==> config.mk <==
export PLATFORM = sky130hd
export DESIGN_NAME = point_mul_arbiter
export DESIGN_NICKNAME = d
export VERILOG_FILES = /design/src/rtl/elliptic_curve_structs.sv /design/src/rtl/rr_arbiter.sv /design/src/rtl/point_mul_arbiter.sv
export SDC_FILE = /design/constraint.sdc
export NUM_CORES = 1
export LEC_CHECK = 0
export CORE_AREA = 3 3 127 129
export CTS_CLUSTER_DIAMETER = 120
export DETAILED_ROUTE_END_ITERATION = 16
export DIE_AREA = 0 0 130 132
export GPL_TIMING_DRIVEN = 0
export PLACE_DENSITY = 0.76
export SLEW_MARGIN = 20
export SYNTH_ARGS = -nofsm -noshare
export SYNTH_HDL_FRONTEND = slang
export SYNTH_HIERARCHICAL = 1
export SYNTH_SLANG_ARGS = --single-unit
==> constraint.sdc <==
create_clock -name clk -period 5.7 [get_ports clk]
set_input_delay 0.855 -clock clk [delete_from_list [all_inputs] [get_ports clk]]
set_output_delay 0.855 -clock clk [all_outputs]
set_load 0.1 [all_outputs]
==> src/rtl/elliptic_curve_structs.sv <==
//------------------------------------------------------------------------------
// elliptic_curve_structs
// Curve point / scalar types shared by the point-multiplication datapath,
// plus the state encoding of the multiplier-sharing arbiter.
// Revision: 1.0
//------------------------------------------------------------------------------
`default_nettype none

package elliptic_curve_structs;

    localparam int COORD_WIDTH  = 16;
    localparam int SCALAR_WIDTH = 16;

    typedef struct packed {
        logic [COORD_WIDTH-1:0] x;
        logic [COORD_WIDTH-1:0] y;
    } curve_point_t;

    // Point at infinity uses the all-zero encoding.
    localparam curve_point_t inf_point = '{x: '0, y: '0};

    typedef enum logic [1:0] {
        ARB_IDLE   = 2'd0,
        ARB_LAUNCH = 2'd1,
        ARB_WAIT   = 2'd2,
        ARB_RESP   = 2'd3
    } mul_arb_state_t;

endpackage

`default_nettype wire

==> src/rtl/rr_arbiter.sv <==
//------------------------------------------------------------------------------
// rr_arbiter
// Combinational round-robin arbiter: priority starts at ptr and wraps.
// Revision: 1.0
//------------------------------------------------------------------------------
`default_nettype none

module rr_arbiter #(
    parameter int  N  = 4,
    localparam int IW = $clog2(N)
) (
    input  logic [N-1:0]  req,
    input  logic [IW-1:0] ptr,
    output logic [N-1:0]  grant,
    output logic [IW-1:0] grant_idx
);

    logic          found;
    int            pos;
    logic [IW-1:0] idx;

    always_comb begin
        grant     = '0;
        grant_idx = '0;
        found     = 1'b0;
        pos       = 0;
        idx       = '0;
        for (int i = 0; i < N; i++) begin
            pos = (int'(ptr) + i) % N;
            idx = IW'(pos);
            if (!found && req[idx]) begin
                found      = 1'b1;
                grant[idx] = 1'b1;
                grant_idx  = idx;
            end
        end
    end

endmodule

`default_nettype wire

==> src/rtl/point_mul_arbiter.sv <==
//------------------------------------------------------------------------------
// point_mul_arbiter
// Shares one double-and-add point multiplier between NUM_REQ requesters.
// Optional watchdog on the multiplier wait: define MUL_ARB_TIMEOUT_EN.
// Revision: 1.0
//------------------------------------------------------------------------------
`default_nettype none

module point_mul_arbiter
    import elliptic_curve_structs::*;
#(
    parameter int NUM_REQ    = 4,
    parameter int MAX_CYCLES = 4096
) (
    input  logic                                   clk,
    input  logic                                   Reset,
    input  logic [NUM_REQ-1:0]                     req_valid,
    output logic [NUM_REQ-1:0]                     req_ready,
    input  curve_point_t [NUM_REQ-1:0]             req_P,
    input  logic [NUM_REQ-1:0][SCALAR_WIDTH-1:0]   req_k,
    output logic [NUM_REQ-1:0]                     rsp_valid,
    input  logic [NUM_REQ-1:0]                     rsp_ready,
    output curve_point_t                           rsp_R,
    output logic                                   rsp_err,
    output logic                                   busy,
    output logic                                   mul_reset,
    output curve_point_t                           mul_P,
    output logic [SCALAR_WIDTH-1:0]                mul_k,
    input  curve_point_t                           mul_R,
    input  logic                                   mul_done
);

    localparam int IDX_W = $clog2(NUM_REQ);

    mul_arb_state_t     state, next_state;
    logic [NUM_REQ-1:0] grant;
    logic [IDX_W-1:0]   grant_idx;
    logic [IDX_W-1:0]   rr_ptr;
    logic [IDX_W-1:0]   id;
    logic               first_wait;
    logic               req_fire;
    logic               done_ok;
    logic               timeout;
    logic               rsp_fire;

    rr_arbiter #(.N(NUM_REQ)) u_rr (
        .req       (req_valid),
        .ptr       (rr_ptr),
        .grant     (grant),
        .grant_idx (grant_idx)
    );

    assign req_fire = (state == ARB_IDLE) && !Reset && (|grant);
    // Done may still be high from the previous job in the first WAIT cycle.
    assign done_ok  = (state == ARB_WAIT) && !first_wait && mul_done;
    assign rsp_fire = (state == ARB_RESP) && rsp_ready[id];

`ifdef MUL_ARB_TIMEOUT_EN
    localparam int CNT_W = $clog2(MAX_CYCLES + 1);

    logic [CNT_W-1:0] wait_cnt;

    assign timeout = (state == ARB_WAIT) && !done_ok &&
                     (wait_cnt == CNT_W'(MAX_CYCLES - 1));

    always_ff @(posedge clk) begin
        if (Reset) begin
            wait_cnt <= '0;
            rsp_err  <= 1'b0;
        end else begin
            if (state == ARB_LAUNCH) begin
                wait_cnt <= '0;
            end else if (state == ARB_WAIT) begin
                wait_cnt <= wait_cnt + 1'b1;
            end
            if (timeout) begin
                rsp_err <= 1'b1;
            end else if (rsp_fire) begin
                rsp_err <= 1'b0;
            end
        end
    end
`else
    logic [31:0] unused_max_cycles;

    assign unused_max_cycles = 32'(MAX_CYCLES);
    assign timeout           = 1'b0;
    assign rsp_err           = 1'b0;
`endif

    always_ff @(posedge clk) begin
        if (Reset) begin
            state <= ARB_IDLE;
        end else begin
            state <= next_state;
        end
    end

    always_comb begin
        next_state = state;
        req_ready  = '0;
        rsp_valid  = '0;
        mul_reset  = 1'b1;
        busy       = (state != ARB_IDLE);
        case (state)
            ARB_IDLE: begin
                req_ready = Reset ? '0 : grant;
                if (req_fire) begin
                    next_state = ARB_LAUNCH;
                end
            end
            ARB_LAUNCH: begin
                next_state = ARB_WAIT;
            end
            ARB_WAIT: begin
                mul_reset = 1'b0;
                if (done_ok || timeout) begin
                    next_state = ARB_RESP;
                end
            end
            ARB_RESP: begin
                rsp_valid[id] = 1'b1;
                if (rsp_fire) begin
                    next_state = ARB_IDLE;
                end
            end
            default: begin
                next_state = ARB_IDLE;
            end
        endcase
    end

    always_ff @(posedge clk) begin
        if (Reset) begin
            rr_ptr     <= '0;
            id         <= '0;
            mul_P      <= inf_point;
            mul_k      <= '0;
            rsp_R      <= inf_point;
            first_wait <= 1'b0;
        end else begin
            if (req_fire) begin
                mul_P  <= req_P[grant_idx];
                mul_k  <= req_k[grant_idx];
                id     <= grant_idx;
                rr_ptr <= (grant_idx == IDX_W'(NUM_REQ - 1)) ? '0 : grant_idx + 1'b1;
            end
            if (state == ARB_LAUNCH) begin
                first_wait <= 1'b1;
            end else if (state == ARB_WAIT) begin
                first_wait <= 1'b0;
            end
            if (done_ok) begin
                rsp_R <= mul_R;
            end else if (timeout) begin
                rsp_R <= inf_point;
            end
        end
    end

endmodule

`default_nettype wire
# Yosys cells after proc, flatten, opt, wreduce, memory -nomap -nowiden
# Cells that the tools add are included.
# Widths: inputs -> output; s select.
word_totals:
  reg_bits: 87
  inputBits: 235
  out_inout_bits: 91
  wordCells: 103
classes:
  n_addsub: 4
  magnitude_cmp: 11
  n_eq_ne: 7
  mux: 46
  bitwise_logic: 3
  reduce_logical: 23
ops:
  columns: ["op", "n"]
  rows:
  - ["$bmux 32 s2", 1]
  - ["$bmux 16 s2", 1]
  - ["$mux 32", 1]
  - ["$mux 4", 7]
  - ["$lt 2x3->1 const B", 6]
  - ["$mux 1", 16]
  - ["$mux 16", 1]
  - ["$mux 2", 8]
  - ["$logic_and 1x1->1", 13]
  - ["$or 4x4->4", 3]
  - ["$bmux 1 s2", 5]
  - ["$demux 1 s2", 5]
  - ["$ge 2x1->1 const B", 5]
  - ["$pmux 2 s4", 1]
  - ["$eq 2x2->1 const B", 3]
  - ["$ne 2x2->1 const B", 3]
  - ["$logic_not 1->1", 5]
  - ["$add 2x1->2 const B", 2]
  - ["$add 2x2->2 const B", 2]
  - ["$reduce_bool 2->1", 2]
  - ["$reduce_or 4->1", 1]
  - ["$reduce_and 3->1", 1]
  - ["$eq 2x1->1 const B", 1]
  - ["$logic_not 2->1", 1]

# Logic depth before layout (Yosys ltp)
depth:
  depth_word: 16
  ltp_mapped: 13
  ltp_nobuf: 10

# By module
# The synthesis kept the hierarchy.
modules_own_cells:
  columns: ["mod", "n_inst", "cells_per_inst", "area_per_inst_um2", "seq_area_each_um2"]
  rows:
  - ["point_mul_arbiter", 1, 467, 4585.6, 1741.7]
  - ["rr_arbiter", 1, 48, 404.1, 0.0]

# Least setup slack after synthesis
# No wires, ideal clock.
synth_timing:
  kind: "register to output"
  start: "reg rr_ptr[0]"
  end: "out req_ready[3]"
  arrival_ps: 2853
  required_ps: 4845
  path_slack_ps: 1992
  path_stages_with_launch: 9
  n_path_buf: 1
  path_cell_list: "dfxtp_1 > buf_2 > inv_1 > ha_1 > mux4_2 > nor4b_4 > a22oi_1 > o21ai_0 > and2_1"
synth_between:
  elab_chain_len: 14
  elab_cells_between_ends: 49
  classes_between: "add/sub (3); order compare (8); mux (25); bitwise (3); reduce/logical (10)"
synth_lines:
  columns: ["item", "line_no", "source"]
  rows:
  - ["start, declared", "point_mul_arbiter.sv:38", "logic [IDX_W-1:0] rr_ptr;"]
  - ["start signal, assigned", "point_mul_arbiter.sv:146", "rr_ptr <= (grant_idx == IDX_W'(NUM_REQ - 1)) ? '0 : grant_idx + 1'b1;"]
  - ["parallel branches: the longest is 11 deep, another holds $lt 2x3->1", null, null]
  - ["$mux 4 *", "rr_arbiter.sv:31", "if (!found && req[idx]) begin"]
  - ["via grant[3]", "point_mul_arbiter.sv:36", "logic [NUM_REQ-1:0] grant;"]
  - ["$mux 4 *", "point_mul_arbiter.sv:107", "req_ready = Reset ? '0 : grant;"]
  - ["$mux 4 *", "point_mul_arbiter.sv:105", "case (state)"]
  - ["end, declared", "point_mul_arbiter.sv:18", "output logic [NUM_REQ-1:0] req_ready,"]
# Mark *: on every way through the listed nets, which the timed path passes. The select of a mux whose other input is x is not followed.

# Final worst setup path
layout_timing:
  start: "reg rr_ptr[0]"
  end: "out req_ready[1]"
# Same word-level chain as after synthesis.

==> out/qor.yml <==
status: "finished clean"
end_kind: "primary output"
htreeDepth: 3
synth_area_sq_um: 4990
synth.top_cells.by_area: "dfxtp_1 35%, mux4_2 23%, nand2_1 8.7%"
post-cts-setup-buffers: 0
fin_util_pct: 58.1
tightestPinTransition_ns: 1.09
yosysUniqueCellTypes: 37
maxSlewViolCount: 0
seq_area_frac_synth_pct: 34.9
fin_crit_sh_pct: 88.0
vias: 5130
dp_hpwl_mm: 15.5
setup_viol: 0
finalHoldViolCount: 0
synth_cells: 515
cts.repair.resized: 0
initial_core_util_pct: 32.9
ys.flop_type: "dfxtp_1"
max_freq_mhz: 199
grt_max_degree: 17
io_buffer_count: 324
ant_nets: 0
final_common_cell: "clkdlybuf4s50_1"
drtIter0Drc: 192
required_ns: 4.85
core-area_sq_um: 15100
rsz0062_at_grt: "no"
fp.dieArea_sq_um: 17200
grt.overflow.total: 0
yosys.area.top_type: "dfxtp_1"
drive_gt1_share_pct: 12.0
async_flop_share_pct: 0
synthesis.nets: 761
numClockSinks: 87
r2r_slack_ns: 1.92
nNetsFinal: 1096
drt-total-wl_mm: 18.9
yosys_warnings: 6
synth-seq-cells: 87
rows: 45
grt_pass1_vias: 5194
arrival_ns: 4.16
max_cap_violations: 0
finalCriticalPeriod_ns: 5.02
fill_cells: 1330
hold_path_class: "register to register"
synth-edff-count: 0
critPathLaunchType: "register"
fin_tns_setup_ns: 0
final_cell_mix: "324 x clkdlybuf4s50_1, 116 x nand2_1, 87 x dfxtp_1, 54 x nand2b_1, 52 x mux4_2"
p_leak_uw: 0.00314
cts.clk_slew.worst_paths_ns: 0.07
cp_max_fo: 10
slew_headroom_pct: 26.9
hold_buffers: 0
cts_buffers: 9
gp_congestion: 0.836
die_w_um: 130
cts_root_buffer: "clkbuf_16"
p_per_area_nw_per_um2: 549
track_usage_pct: 21.3
clock-skew-final_ns: 0.00781
worstSetupPathType: "register to primary output"
ir_drop_mv: 0.265
cts_tree: "built"
insertion_delay_ns: 0.35
post-route-drc-count: 0
die_y_um: 132
avgSynthCellArea_sq_um: 9.69
vias_per_cell: 4.91
grt_pass1_wl_mm: 28.0
synth.top_cell.area_share_pct: 34.9
drtPass1Iterations: 6
syn_to_final_growth_pct: 76.4
num_io_pins: 326
wl_per_cell_um: 18.1
clockBufferDepth: 2
antenna_found_initial: 1
cell type report:
class / count / area [sq um] / share of cell area (%)
multi-input combinational: 377 / 2930 / 33.3
timing repair buffer: 324 / 3240 / 36.9
clock buffer: 9 / 225 / 2.56
clock inverter: 7 / 104 / 1.18
buffer: 44 / 294 / 3.34
antenna: 1 / 2.50 / 0.0284
tap: 188 / 235 / 2.67
inverter: 7 / 26.3 / 0.299
sequential: 87 / 1740 / 19.8
routing by layer:
metal / wire length, um / share of wire (%) / global-route usage, % / up-vias
met5: 0 / 0 / 0 / -
met2: 9300 / 49 / 36.8 / 236
met3: 1650 / 8.7 / 6.60 / 26
met4: 391 / 2.1 / 6.52 / 0
li1: - / - / - / 2476
met1: 7530 / 40 / 25.0 / 2392
report_power, final:
part | total (uW) | switching, uW | internal (uW)
combinational | 3330 | 2050 | 1270
clock | 653 | 263 | 389
sequential | 853 | 90.9 | 763
total | 4830 | 2410 | 2430
synthesized netlist by cell type, types with 2 or more instances:
cell type  number
nor2b_1         3
buf_2          13
a22oi_1         8
inv_1           7
buf_1           2
nor2_1         12
o21ai_0         8
dfxtp_1        87
o21ai_1        49
ha_1           11
and2_1          5
a21oi_1        32
clkbuf_1       11
buf_4           6
mux4_2         52
mux2i_1         8
nand2_1       116
buf_6          12
and2b_1         2
nand2b_1       54
state kept, by name, summed over array words and instances (netlist names):
signal and cells:
first_wait 1, id 2, mul_P 32, mul_k 16, rr_ptr 2, rsp_R 32
state 2
worst max-delay path, stage by stage, from the launching register on:
cell and delay (ns):
dfxtp_1 0.51, buf_2 0.29, inv_1 0.09, ha_1 0.39, mux4_2 0.45, nor2b_1 0.33
a22oi_1 0.11, o21ai_0 0.25, and2_1 0.21, clkdlybuf4s50_1 1.17
path summary, 6_finish.rpt:
kind / to / start / cells past startpoint
setup / recovery: req_ready[1] / rr_ptr[0] / 9
hold / removal: rsp_R[18] / rsp_R[18] / 2
setup reg to reg: mul_P[17] / rr_ptr[0] / 11
hold reg to reg: rsp_R[18] / rsp_R[18] / 2
cell families (layout without fill, tap and decap cells):
logic type / count (synthesis) / count (layout) / synth area share [%]
adders and majority gates: 11 / 11 / 2.76
and+or+nand+nor: 200 / 200 / 19.3
DFF: 87 / 87 / 34.9
muxes: 60 / 60 / 25.1
other: 1 / 2 / 0.0752
buffers and inverters: 51 / 391 / 6.42
AOI/OAI and AO/OA: 105 / 105 / 11.5
per-stage QoR:
step / hold WS (ns) / power (uW) / std cells / worst slack, ns / cell area (sq um)
after floorplan: 0.451 / 3370 / 515 / 1.99 / 4990
after global placement: 0.441 / 4200 / 1027 / 0.818 / 8470
after detailed placement: 0.447 / 4200 / 1027 / 0.786 / 8470
after CTS: 0.454 / 4870 / 1043 / 0.647 / 8800
after global routing: 0.468 / 5090 / 1044 / 0.353 / 8800
final: 0.451 / 4830 / 1044 / 0.684 / 8800
(Power assumes the default switching activity.)
